`src/rtl/mips_datapath_register_scoreboard.sv`:
```
`timescale 1ns/1ps
// Hazard scoreboard: tracks in-flight register writes and produces per-port forwarding selects or a stall.
// Optional forwarding is enabled by defining MIPS_DATAPATH_REGISTER_SCOREBOARD_FORWARD_EN.
module mips_datapath_register_scoreboard #(
   parameter int READ_PORTS = 2,
   parameter int ADDR_WIDTH = 5,
   parameter int DEPTH      = 3,
   parameter int LOAD_STAGE = 1
) (
   input  logic                                    clock,
   input  logic                                    resetN,
   input  logic                                    issueValid,
   output logic                                    issueReady,
   input  logic [READ_PORTS*ADDR_WIDTH-1:0]        readAddr,
   input  logic [READ_PORTS-1:0]                   readEn,
   input  logic [ADDR_WIDTH-1:0]                   writeAddr,
   input  logic                                    writeEn,
   input  logic                                    writeIsLoad,
   input  logic                                    flush,
   output logic [READ_PORTS*$clog2(DEPTH+1)-1:0]   fwdSel,
   output logic [15:0]                             stallCount
);

   localparam int SEL_W = $clog2(DEPTH+1);

   // First stage at which a matching entry may be forwarded; DEPTH means never.
`ifdef MIPS_DATAPATH_REGISTER_SCOREBOARD_FORWARD_EN
   localparam int LoadReady = LOAD_STAGE;
   localparam int AluReady  = 0;
`else
   localparam int LoadReady = (LOAD_STAGE > DEPTH) ? LOAD_STAGE : DEPTH;
   localparam int AluReady  = DEPTH;
`endif

   logic [DEPTH-1:0]      valid_q, valid_d;
   logic [DEPTH-1:0]      isload_q, isload_d;
   logic [ADDR_WIDTH-1:0] addr_q [DEPTH];
   logic [ADDR_WIDTH-1:0] addr_d [DEPTH];
   logic [15:0]           stall_cnt_q, stall_cnt_d;

   logic [READ_PORTS-1:0] hazard;
   logic [ADDR_WIDTH-1:0] rd_addr [READ_PORTS];
   logic                  accept;

   always_comb begin
      hazard = '0;
      fwdSel = '0;
      for (int k = 0; k < READ_PORTS; k++) begin
         rd_addr[k] = readAddr[k*ADDR_WIDTH +: ADDR_WIDTH];
         // Scan oldest to youngest so the youngest match wins.
         for (int s = DEPTH-1; s >= 0; s--) begin
            if (readEn[k] && (rd_addr[k] != '0) && valid_q[s] && (addr_q[s] == rd_addr[k])) begin
               if (s >= (isload_q[s] ? LoadReady : AluReady)) begin
                  hazard[k]                  = 1'b0;
                  fwdSel[k*SEL_W +: SEL_W]   = SEL_W'(s + 1);
               end else begin
                  hazard[k]                  = 1'b1;
                  fwdSel[k*SEL_W +: SEL_W]   = '0;
               end
            end
         end
      end
`ifndef MIPS_DATAPATH_REGISTER_SCOREBOARD_FORWARD_EN
      fwdSel = '0;
`endif
   end

   assign issueReady = !(issueValid && (|hazard));
   assign accept     = issueValid && issueReady && !flush;
   assign stallCount = stall_cnt_q;

   always_comb begin
      valid_d     = '0;
      isload_d    = '0;
      valid_d[0]  = accept && writeEn && (writeAddr != '0);
      isload_d[0] = writeIsLoad;
      addr_d[0]   = writeAddr;
      for (int s = 1; s < DEPTH; s++) begin
         valid_d[s]  = valid_q[s-1];
         isload_d[s] = isload_q[s-1];
         addr_d[s]   = addr_q[s-1];
      end
      if (flush) valid_d = '0;
      stall_cnt_d = stall_cnt_q;
      if (issueValid && !issueReady && (stall_cnt_q != 16'hFFFF))
         stall_cnt_d = stall_cnt_q + 16'd1;
   end

   always_ff @(posedge clock or negedge resetN) begin
      if (!resetN) begin
         valid_q     <= '0;
         isload_q    <= '0;
         stall_cnt_q <= '0;
         for (int s = 0; s < DEPTH; s++) addr_q[s] <= '0;
      end else begin
         valid_q     <= valid_d;
         isload_q    <= isload_d;
         stall_cnt_q <= stall_cnt_d;
         for (int s = 0; s < DEPTH; s++) addr_q[s] <= addr_d[s];
      end
   end

endmodule

```
`config.mk`:
```
export PLATFORM = sky130hd
export DESIGN_NAME = mips_datapath_register_scoreboard
export DESIGN_NICKNAME = d
export VERILOG_FILES = /design/src/rtl/mips_datapath_register_scoreboard.sv
export SDC_FILE = /design/constraint.sdc
export NUM_CORES = 1
export LEC_CHECK = 0
export CORE_ASPECT_RATIO = 0.5
export CORE_MARGIN = 5
export CORE_UTILIZATION = 29
export DETAILED_ROUTE_END_ITERATION = 16
export PLACE_DENSITY_LB_ADDON = 0.08
export REMOVE_ABC_BUFFERS = 1
export SETUP_SLACK_MARGIN = 0.4
export SYNTH_ARGS = -nofsm -noshare
export SYNTH_HDL_FRONTEND = slang
export SYNTH_SLANG_ARGS = --single-unit
```
`constraint.sdc`:
```
create_clock -name clock -period 2.4 [get_ports clock]
set_clock_uncertainty 0.15 [all_clocks]
set_input_delay 0.48 -clock clock [delete_from_list [all_inputs] [get_ports clock]]
set_output_delay 0.48 -clock clock [all_outputs]
set_load 0.005 [all_outputs]
```
==> impl_results.md <==
- Yosys top cell by area: dfrtp_1
- Chip height: 66.22 um
- Final WL: 4508 um
- WHS Path Cells: 0
- Post-synth top area share: 46.42%
- GP Congestion: 0.9244
- Top FF cell, synth: dfrtp_1
- Failing checks: negative setup slack
- Initial Utilization: 30.02%
- Cells on worst reg2reg path: 10
- Via count: 1,382
- CP Launch Type: primary input
- Leakage: 1.188 nW
- List of most frequent post-synthesis cells: xor2_1, dfrtp_1, nand3_1
- Max Root-Sink Buffers: 2
- # IOs: 44
- RSZ-0062 raised after global routing: yes
- Largest net degree at the start of global routing: 35
- Layout Nets: 242
- Share of layout cells above drive strength 1: 30.59%
- Synth Area in Simple Gates: 13.11%
- FF+latch count, synth: 34
- Synth async-reset ratio: 100.0%
- DRT Pass-1 Iters: 4
- Setup violators final: 1
- Syn Inst Count: 155
- CP Data Required Time: 1770 ps
- Critical Path Fanout Max: 3
- Synth Area in Compound Gates: 13.79%
- Initial DRC count: 53
- Unique cell type count in the Yosys netlist: 27
- Multiplexer share of the synthesized area: 0.6143%
- CP arrival: 1790 ps
- Root Driver: clkbuf_16
- Initial antenna violation count: 0
- Fmax: 412.8 MHz
- Fin area: 2845 sq um
- CTS tree: yes
- Std cell rows: 20
- Max VDD drop: 0.2656 mV
- Adder-Cell Fraction of Synth Area: 0.6826%
- Clk slew on worst S/H paths: 60 ps
- Crit path time final: 2422 ps
- WS Path Type: in -> out
- Area Overhead vs Synth: 55.22%
- Insertion delay of the later-clocked pin in the worst-skew pair: 270 ps
- Core area: 6106 sq um
- Final period util: 100.9%
- Worst setup margin: -22.36 ps
- Placement Cell Area: 2407 sq um
- Sequential fraction of the synthesis area: 46.42%
- CTS sink cnt: 34
- Detailed-placement wirelength estimate: 3142 um
- Fin util: 46.60%
- Avg Inst Size Synth: 11.83 sq um
- Status: finished with violations
- Non-filler cells, final: 307
- Fillcell total: 590
- TritonCTS Buffers: 5
- H-tree level count: 2
- Post-Syn Area: 1833 sq um
- XOR/XNOR Fraction of Synth Area: 21.50%
- Largest family of logic cells by synthesized area: XOR/XNOR gates
- Crit end category: output port
- Antenna diodes: 0
- Port bufs: 38
- Final Hold Vio Count: 0
- Hold crit path type: reg -> reg
- Final Total Pwr: 1.631 mW
- Yosys warns: 0
- Setup TNS: -22.36 ps
- Vias per cell: 4.502
- Routed len/inst: 14.68 um
- Vias in the first global route: 1,502
- Ranking of synthesized cells by area: dfrtp_1, xor2_1, a2111oi_2, a211oi_2, nand3_1
- Placed cells: 293
- Most numerous cell in the Yosys netlist: xor2_1
- Gr ovfl total: 0
- Global Route Usage Sum: 12.17%
- Die Wd: 122.4 um
- Post-synth EDFFs: 0
- Die area: 8107 sq um
- CTS Hold Bufs: 0
- Power density over the cells: 573.3 nW/um^2
- Max-cap viol count: 0
- Max-slew violations: 0
- DRC viols: 0
- First-pass GRT wire length: 7555 um
- ANT nets after route: 0
layout by cell type, fill, tap and decap left out, types with 2 or more instances in the layout:
cell type	instances
and3_1	5
a21oi_2	2
buf_6	9
or4_1	2
buf_4	11
nand3_1	13
bufinv_16	2
nor4_2	2
inv_1	2
nand4_1	4
buf_2	6
nor4_1	4
nor2b_1	2
clkdlybuf4s50_1	27
a211oi_2	4
a2111oi_4	6
a211oi_4	2
clkbuf_16	5
nand2_1	6
clkdlybuf4s15_2	2
buf_12	3
xnor2_1	7
dfrtp_1	33
a31o_4	2
conb_1	4
xor2_1	37
o21ai_2	2
through the flow:
stage | hold WS, ps | worst slack [ps]
final | 282.5 | -22.36
after global routing | 312.0 | -125.1
after CTS | 282.5 | -27.86
after detailed placement | 271.3 | -744.6
after global placement | 271.0 | -801.6
after floorplan | 34.41 | 186.2
state kept, by name (all words and copies together) (netlist names):
| register | flops |
|---|---|
| stallCount | 16 |
| addr_d | 10 |
| addr_q | 5 |
| valid_q | 3 |
report_power, final:
| part | leakage [nW] | total [mW] | internal [mW] | switching (mW) |
|---|---|---|---|---|
| Combinational | 0.659 | 0.165 | 0.0876 | 0.0776 |
| Clock | 0.0971 | 0.852 | 0.623 | 0.229 |
| Sequential | 0.433 | 0.614 | 0.593 | 0.0213 |
| Total | 1.19 | 1.63 | 1.30 | 0.328 |
area by class of cell:
type                            instances  area (sq um)  area share (%)
Clock buffer                            6         138.9           4.881
Clock inverter                          2         60.06           2.111
Inverter                                2         7.507          0.2639
Multi-Input combinational cell        115          1074           37.73
Sequential cell                        34         852.1           29.95
Tap cell                               88         110.1           3.870
Timing Repair Buffer                   60         603.1           21.20
repair_timing:
item                       CTS  global route
pin swaps                   42            21
setup buffers                3             2
setup endpoints to repair   18            17
gates resized for setup     58            14
cloned                       1             0
per-layer routing:
layer  up-vias  part of all wire (%)  wire (um)  track usage (%)
li1        673                     -          -                -
met3         2                   4.6        206            3.932
met4         0                  0.55         25            3.347
met5         -                     0          0                0
met2        24                    48       2170            20.16
met1       683                    47       2106            15.31
cells by family after synthesis:
group / Yosys count
XOR/XNOR: 45
AND/OR/NAND/NOR: 43
flip-flops: 34
AO/OA/AOI/OAI: 21
buffers and inverters: 9
adder cells (fa/ha/maj): 1
other: 1
multiplexers: 1
worst max-delay path, cell delays in order:
cell     delay [ps]
buf_6            90
buf_6           120
xor2_4          180
nor4_2          270
nand3_1         140
a31o_4          260
nand2_4          80
nand2_2          50
buf_6           120
final timing paths:
| check | start | slack [ps] | end |
|---|---|---|---|
| worst max-delay path | readAddr[6] | -20 | issueReady |
| worst min-delay path | addr_d[5] | 280 | addr_d[0] |
| worst max register to register | addr_d[7] | 10 | stallCount[4] |
| worst min register to register | addr_d[5] | 280 | addr_d[0] |
| max in group asynchronous | resetN | 1290 | addr_q[1] |
| min in group asynchronous | resetN | 470 | stallCount[7] |
(Power assumes the default switching activity.)
